## src/rtl/e203_reset_src_ctrl_pkg.sv

```systemverilog
// Shared encodings for the reset-source aggregator.
package e203_reset_src_ctrl_pkg;

    localparam int CAUSE_W = 5;

    // Bit positions inside the sticky cause register
    localparam int CAUSE_POR = 0;
    localparam int CAUSE_BTN = 1;
    localparam int CAUSE_WDG = 2;
    localparam int CAUSE_SW  = 3;
    localparam int CAUSE_DBG = 4;

    typedef enum logic [1:0] {
        ST_IDLE   = 2'd0,
        ST_ASSERT = 2'd1,
        ST_HOLD   = 2'd2
    } rst_state_t;

endpackage

```

## src/rtl/e203_rst_btn_debounce.sv

```systemverilog
// Pushbutton synchroniser plus stable-level debouncer.
// btn_level is the accepted level of the active-low button (1 = released).
module e203_rst_btn_debounce #(
    parameter int SYNC_LEVELS  = 2,
    parameter int DEBOUNCE_CNT = 50000
) (
    input  logic clk,
    input  logic rst,
    input  logic btn_rst_n_raw,
    output logic btn_level
);

    localparam int CNT_W = (DEBOUNCE_CNT > 1) ? $clog2(DEBOUNCE_CNT) : 1;
    localparam logic [CNT_W-1:0] CNT_MAX = CNT_W'(DEBOUNCE_CNT - 1);

    logic [SYNC_LEVELS-1:0] sync_q;
    logic [CNT_W-1:0]       cnt_q;
    logic                   sample;

    assign sample = sync_q[SYNC_LEVELS-1];

    // Synchroniser chain; resets to "released" so a held button after reset
    // is seen as a fresh press.
    always_ff @(posedge clk) begin
        if (rst) begin
            sync_q <= '1;
        end else begin
            sync_q[0] <= btn_rst_n_raw;
            for (int i = 1; i < SYNC_LEVELS; i++) begin
                sync_q[i] <= sync_q[i-1];
            end
        end
    end

    // Count consecutive samples that disagree with the accepted level; flip
    // once DEBOUNCE_CNT of them have been seen in a row.
    always_ff @(posedge clk) begin
        if (rst) begin
            cnt_q     <= '0;
            btn_level <= 1'b1;
        end else if (sample != btn_level) begin
            if (cnt_q == CNT_MAX) begin
                btn_level <= sample;
                cnt_q     <= '0;
            end else begin
                cnt_q <= cnt_q + CNT_W'(1);
            end
        end else begin
            cnt_q <= '0;
        end
    end

endmodule

```

## src/rtl/e203_reset_src_ctrl.sv

```systemverilog
// Reset-source aggregator: merges POR, button, watchdog, software and debug
// reset requests into one stretched, registered active-low reset and keeps
// a sticky last-cause register for firmware.
module e203_reset_src_ctrl
    import e203_reset_src_ctrl_pkg::*;
#(
    parameter int SYNC_LEVELS  = 2,
    parameter int DEBOUNCE_CNT = 50000,
    parameter int PULSE_CYC    = 32
) (
    input  logic               clk,
    input  logic               rst,
    input  logic               test_mode,
    input  logic               btn_rst_n_raw,
    input  logic               wdg_rst_req,
    input  logic               sw_rst_req,
    input  logic               dbg_ndm_rst_req,
    input  logic               cause_clr,
    output logic               rst_out_n,
    output logic               rst_active,
    output logic [CAUSE_W-1:0] rst_cause
);

    localparam int PCNT_W = (PULSE_CYC > 1) ? $clog2(PULSE_CYC) : 1;
    localparam logic [PCNT_W-1:0] RELOAD = PCNT_W'(PULSE_CYC - 1);

    rst_state_t         state_q, state_d;
    logic [PCNT_W-1:0]  cnt_q, cnt_d;
    logic [CAUSE_W-1:0] cause_q, cause_d;
    logic [CAUSE_W-1:0] cur_src;
    logic               rst_out_q, rst_out_d;
    logic               btn_level, btn_press, btn_press_q, btn_rise;
    logic               pulse_req, level_req;

    e203_rst_btn_debounce #(
        .SYNC_LEVELS  (SYNC_LEVELS),
        .DEBOUNCE_CNT (DEBOUNCE_CNT)
    ) u_btn (
        .clk           (clk),
        .rst           (rst),
        .btn_rst_n_raw (btn_rst_n_raw),
        .btn_level     (btn_level)
    );

    assign btn_press = ~btn_level;
    assign btn_rise  = btn_press & ~btn_press_q;
    assign pulse_req = wdg_rst_req | sw_rst_req | btn_rise;
    assign level_req = btn_press | dbg_ndm_rst_req;

    // Sources asserting this cycle, laid out as the cause register
    always_comb begin
        cur_src            = '0;
        cur_src[CAUSE_BTN] = btn_press;
        cur_src[CAUSE_WDG] = wdg_rst_req;
        cur_src[CAUSE_SW]  = sw_rst_req;
        cur_src[CAUSE_DBG] = dbg_ndm_rst_req;
    end

    // State register
    always_ff @(posedge clk) begin
        if (rst) state_q <= ST_ASSERT;
        else     state_q <= state_d;
    end

    // Next-state: pulses (re)enter ASSERT, levels park in HOLD
    always_comb begin
        state_d = state_q;
        case (state_q)
            ST_IDLE: begin
                if (pulse_req || level_req) state_d = ST_ASSERT;
            end
            ST_ASSERT: begin
                if (pulse_req)         state_d = ST_ASSERT;
                else if (cnt_q == '0)  state_d = level_req ? ST_HOLD : ST_IDLE;
            end
            ST_HOLD: begin
                if (pulse_req)         state_d = ST_ASSERT;
                else if (!level_req)   state_d = ST_IDLE;
            end
            default: state_d = ST_ASSERT;
        endcase
    end

    // Output decode from the next state so the reset drive is a plain flop
    always_comb begin
        rst_out_d = (state_d == ST_IDLE);
    end

    // Width counter and cause register next values
    always_comb begin
        cnt_d   = cnt_q;
        cause_d = cause_q;
        case (state_q)
            ST_IDLE: begin
                if (pulse_req || level_req) begin
                    cnt_d   = RELOAD;
                    cause_d = cur_src;      // last-cause: replace, request beats clear
                end else if (cause_clr) begin
                    cause_d = '0;
                end
            end
            ST_ASSERT: begin
                cause_d = cause_q | cur_src;
                if (pulse_req)         cnt_d = RELOAD;
                else if (cnt_q != '0)  cnt_d = cnt_q - PCNT_W'(1);
            end
            ST_HOLD: begin
                cause_d = cause_q | cur_src;
                if (pulse_req) cnt_d = RELOAD;
            end
            default: ;
        endcase
    end

    // Datapath and registered outputs
    always_ff @(posedge clk) begin
        if (rst) begin
            cnt_q       <= RELOAD;
            cause_q     <= CAUSE_W'(1) << CAUSE_POR;
            rst_out_q   <= 1'b0;
            btn_press_q <= 1'b0;
        end else begin
            cnt_q       <= cnt_d;
            cause_q     <= cause_d;
            rst_out_q   <= rst_out_d;
            btn_press_q <= btn_press;
        end
    end

    // Scan bypass makes reset directly controllable from the rst pin
    assign rst_out_n  = test_mode ? ~rst : rst_out_q;
    assign rst_active = ~rst_out_q;
    assign rst_cause  = cause_q;

endmodule
```

## config.mk

```make
export PLATFORM = sky130hd
export DESIGN_NAME = e203_reset_src_ctrl
export DESIGN_NICKNAME = d
export VERILOG_FILES = /design/src/rtl/e203_reset_src_ctrl_pkg.sv /design/src/rtl/e203_rst_btn_debounce.sv /design/src/rtl/e203_reset_src_ctrl.sv
export SDC_FILE = /design/constraint.sdc
export NUM_CORES = 1
export LEC_CHECK = 0
export ABC_CLOCK_PERIOD_IN_PS = 2100
export BUFFER_PORTS_ARGS = -buffer_cell sky130_fd_sc_hd__buf_2
export CORE_MARGIN = 2
export CORE_UTILIZATION = 50
export CTS_CLUSTER_DIAMETER = 50
export DETAILED_ROUTE_END_ITERATION = 6
export PLACE_DENSITY = 0.69
export SLEW_MARGIN = 20
export SYNTH_ARGS = -nofsm -noshare
export SYNTH_HDL_FRONTEND = slang
export SYNTH_SLANG_ARGS = --single-unit
export TNS_END_PERCENT = 1
```

## constraint.sdc

```tcl
create_clock -name clk -period 2.1 [get_ports clk]
set_input_delay 0.42 -clock clk [delete_from_list [all_inputs] [get_ports clk]]
set_output_delay 0.42 -clock clk [all_outputs]
set_load 0.02 [all_outputs]
```

==> results.cfg <==
[synthesis]
synth.largest_area_cell = dfxtp_1
yosysTopAreaCellShare = 0.410
synth_warnings = 0
syn_inst = 188
seq_area_frac_synth = 0.410
syn-num-nets = 203
syn_area_mm2 = 0.00161
avgSynthCellArea_um2 = 8.58
netlist_top_cells_area = dfxtp_1, nor2_1, ha_1
synth_cell_types = 40
ys_seq_elements = 33
synth-async-reset-ratio = 0
ys.flop_type = dfxtp_1
synth-edff-count = 0

[clock_network]
clk_pin_slew_worst_paths_ns = 0.10
clock_path_buffers = 2
clkSinkCount = 33
htree_num_levels = 2
hold_buffers = 0
cts_made_buffers = 5
ctsRootBufferMaster = clkbuf_4
clock_latency_ns = 0.33
tritoncts = yes

[job]
max_cap_viol_count = 0

[worst_hold_path]
min_path_type = in -> reg

[placement]
port_buffers = 14
dpl.cell_count = 244
dpl.hpwl_um = 2300
gp_congestion = 0.797
placed_area_mm2 = 0.00173

[power]
ir_drop_v = 0.000344
power.leakage_nw = 0.714
p_per_area_mw_per_mm2 = 608

[final_layout]
drive_above_1_share = 0.155
nets = 222
final_common_cell = dfxtp_1
area_growth_pct = 11.6
final_cells = 251
diodes = 0
mostFrequentLayoutCells = dfxtp_1, nor2_1, buf_2
stdcell_area_mm2 = 0.00180

[worst_setup_path]
crit_required_ns = 2.32
worstSetupEndpointType = flop
critical_path_buf_inv_count = 1
worst_r2r_startpoint = cnt_q[0]$_SDFFE_PP1P_
critPathLaunchType = flop
crit_path_end = rst_out_q$_SDFF_PP0_
critPathTopFamily = simple AND/OR/NAND/NOR gates
crit_type = reg -> reg
reg2reg_depth = 7
rrSetupSlack_ns = 0.12
cp_cell_sequence = inv_1, ha_1, or4b_4, nor4_4, a21o_1, a22oi_2, o311a_1
cp-startpoint = cnt_q[0]$_SDFFE_PP1P_
cp_max_fo = 4
r2r_end = rst_out_q$_SDFF_PP0_
cpMaxStageDelayCell = or4b_4
path_depth = 7
arrival_ns = 2.21
max_stage_delay_ns = 0.51

[grt]
grt_start_max_net_pins = 22
grt_pass1_vias = 1217
grt_usage = 0.191
grt_pass1_wl_um = 5220
gr-total-overflow = 0
antenna_found_initial = 0

[timing]
hold_viol = 0
rsz0062_at_grt = false
max-slew-margin-rel = 0.685
skew_ns = 0.0109
worst_slew_pin_slew_ns = 0.470
finalCriticalPeriod_ns = 1.98
fin_tns_setup_ns = 0
fmax_mhz = 504
drv_slew = 0
setup_violations = 0
finalCritPeriodShare = 0.944

[die]
io_pins = 15
die_y_um = 60.8
core_area_mm2 = 0.00305
num_rows = 20
start_util = 0.528
dieArea_mm2 = 0.00370
fp.dieW_um = 60.8

[route]
vias_per_cell = 5.33
routedWlPerCell_um = 12.3
drtAntennaViolNets = 0
routed_wl_um = 3090
initialDrtViolationCount = 50
drc = 0
vias = 1337
drtPass1Iterations = 4

[run_status]
outcome = completed
## per-stage QoR
stage / utilization / total power [W] / hold WS, ns / worst slack, ns
2_1_floorplan: - / 0.000720 / 0.389 / 0.262
3_3_place_gp: 0.568 / 0.000742 / 0.401 / 0.147
3_5_place_dp: 0.568 / 0.000747 / 0.401 / 0.114
4_1_cts: 0.586 / 0.00110 / 0.283 / 0.123
5_1_grt: 0.589 / 0.00114 / 0.279 / 0.00164
6_report: 0.589 / 0.00109 / 0.286 / 0.118
## sequential cells by signal, summed over array words and instances (netlist names)
register,flops
btn_press_q,1
cnt_q,5
rst_cause,5
rst_out_q,1
state_q,2
u_btn.btn_level,1
u_btn.cnt_q,16
u_btn.sync_q,2
## kinds of logic (layout without fill, tap and decap cells)
kind of cell / after synthesis / count (layout) / synth area share
fa+ha+maj: 7 / 7 / 0.0543
flops: 33 / 33 / 0.410
mux: 1 / 1 / 0.00621
buf+inv: 16 / 35 / 0.0372
compound gates: 29 / 29 / 0.123
simple gates: 87 / 87 / 0.289
xor+xnor: 15 / 15 / 0.0815
## report_power, final
group,switching (W),total (W),leakage [nW],internal [W]
Combinational,0.0000477,0.0000803,0.416,0.0000326
Clock,0.000203,0.000361,0.0314,0.000158
Sequential,0.0000102,0.000653,0.267,0.000643
Total,0.000261,0.00109,0.714,0.000834
## cell usage after synthesis (2+ instances only)
cell type  count
dfxtp_1       33
nor2_1        31
inv_1         13
nand2_1       13
nor3_1        11
o21ai_0        8
xnor2_1        8
ha_1           7
nand3_1        7
xor2_1         7
a21oi_1        5
a211oi_1       4
and3_1         4
nand4_1        4
clkbuf_1       3
or4b_4         3
a21o_1         2
nor4_1         2
or2_2          2
## how the worst min path moves through the flow
stage / end / slack (ns) / cells after the start / startpoint
5_1_grt: u_btn.sync_q[0]$_SDFF_PP1_ / 0.28 / 2 / btn_rst_n_raw
4_1_cts: u_btn.sync_q[0]$_SDFF_PP1_ / 0.28 / 2 / btn_rst_n_raw
2_1_floorplan: u_btn.sync_q[1]$_SDFF_PP1_ / 0.39 / 1 / u_btn.sync_q[0]$_SDFF_PP1_
3_3_place_gp: u_btn.sync_q[1]$_SDFF_PP1_ / 0.40 / 1 / u_btn.sync_q[0]$_SDFF_PP1_
3_5_place_dp: u_btn.sync_q[1]$_SDFF_PP1_ / 0.40 / 1 / u_btn.sync_q[0]$_SDFF_PP1_
6_report: u_btn.sync_q[0]$_SDFF_PP1_ / 0.29 / 2 / btn_rst_n_raw
## cell type report
class	instances	area (um2)
Fill cell	318	1250
Multi-Input combinational cell	139	901
Sequential cell	33	662
Timing Repair Buffer	15	77.6
Clock buffer	7	55.1
Tap cell	44	55.1
Inverter	13	48.8
## per-layer routing
metal | wire length [um] | global-route usage
met1 | 1510 | 0.240
met2 | 1410 | 0.310
met3 | 131 | 0.0533
met4 | 38 | 0.0745
met5 | 0 | 0
## timing repair
action                                  in CTS  in global routing
setup buffers                                0                  0
endpoints found under the setup margin       0                  1
gates resized for setup                      0                  2
No activity file was read; power rests on OpenSTA's default activity.
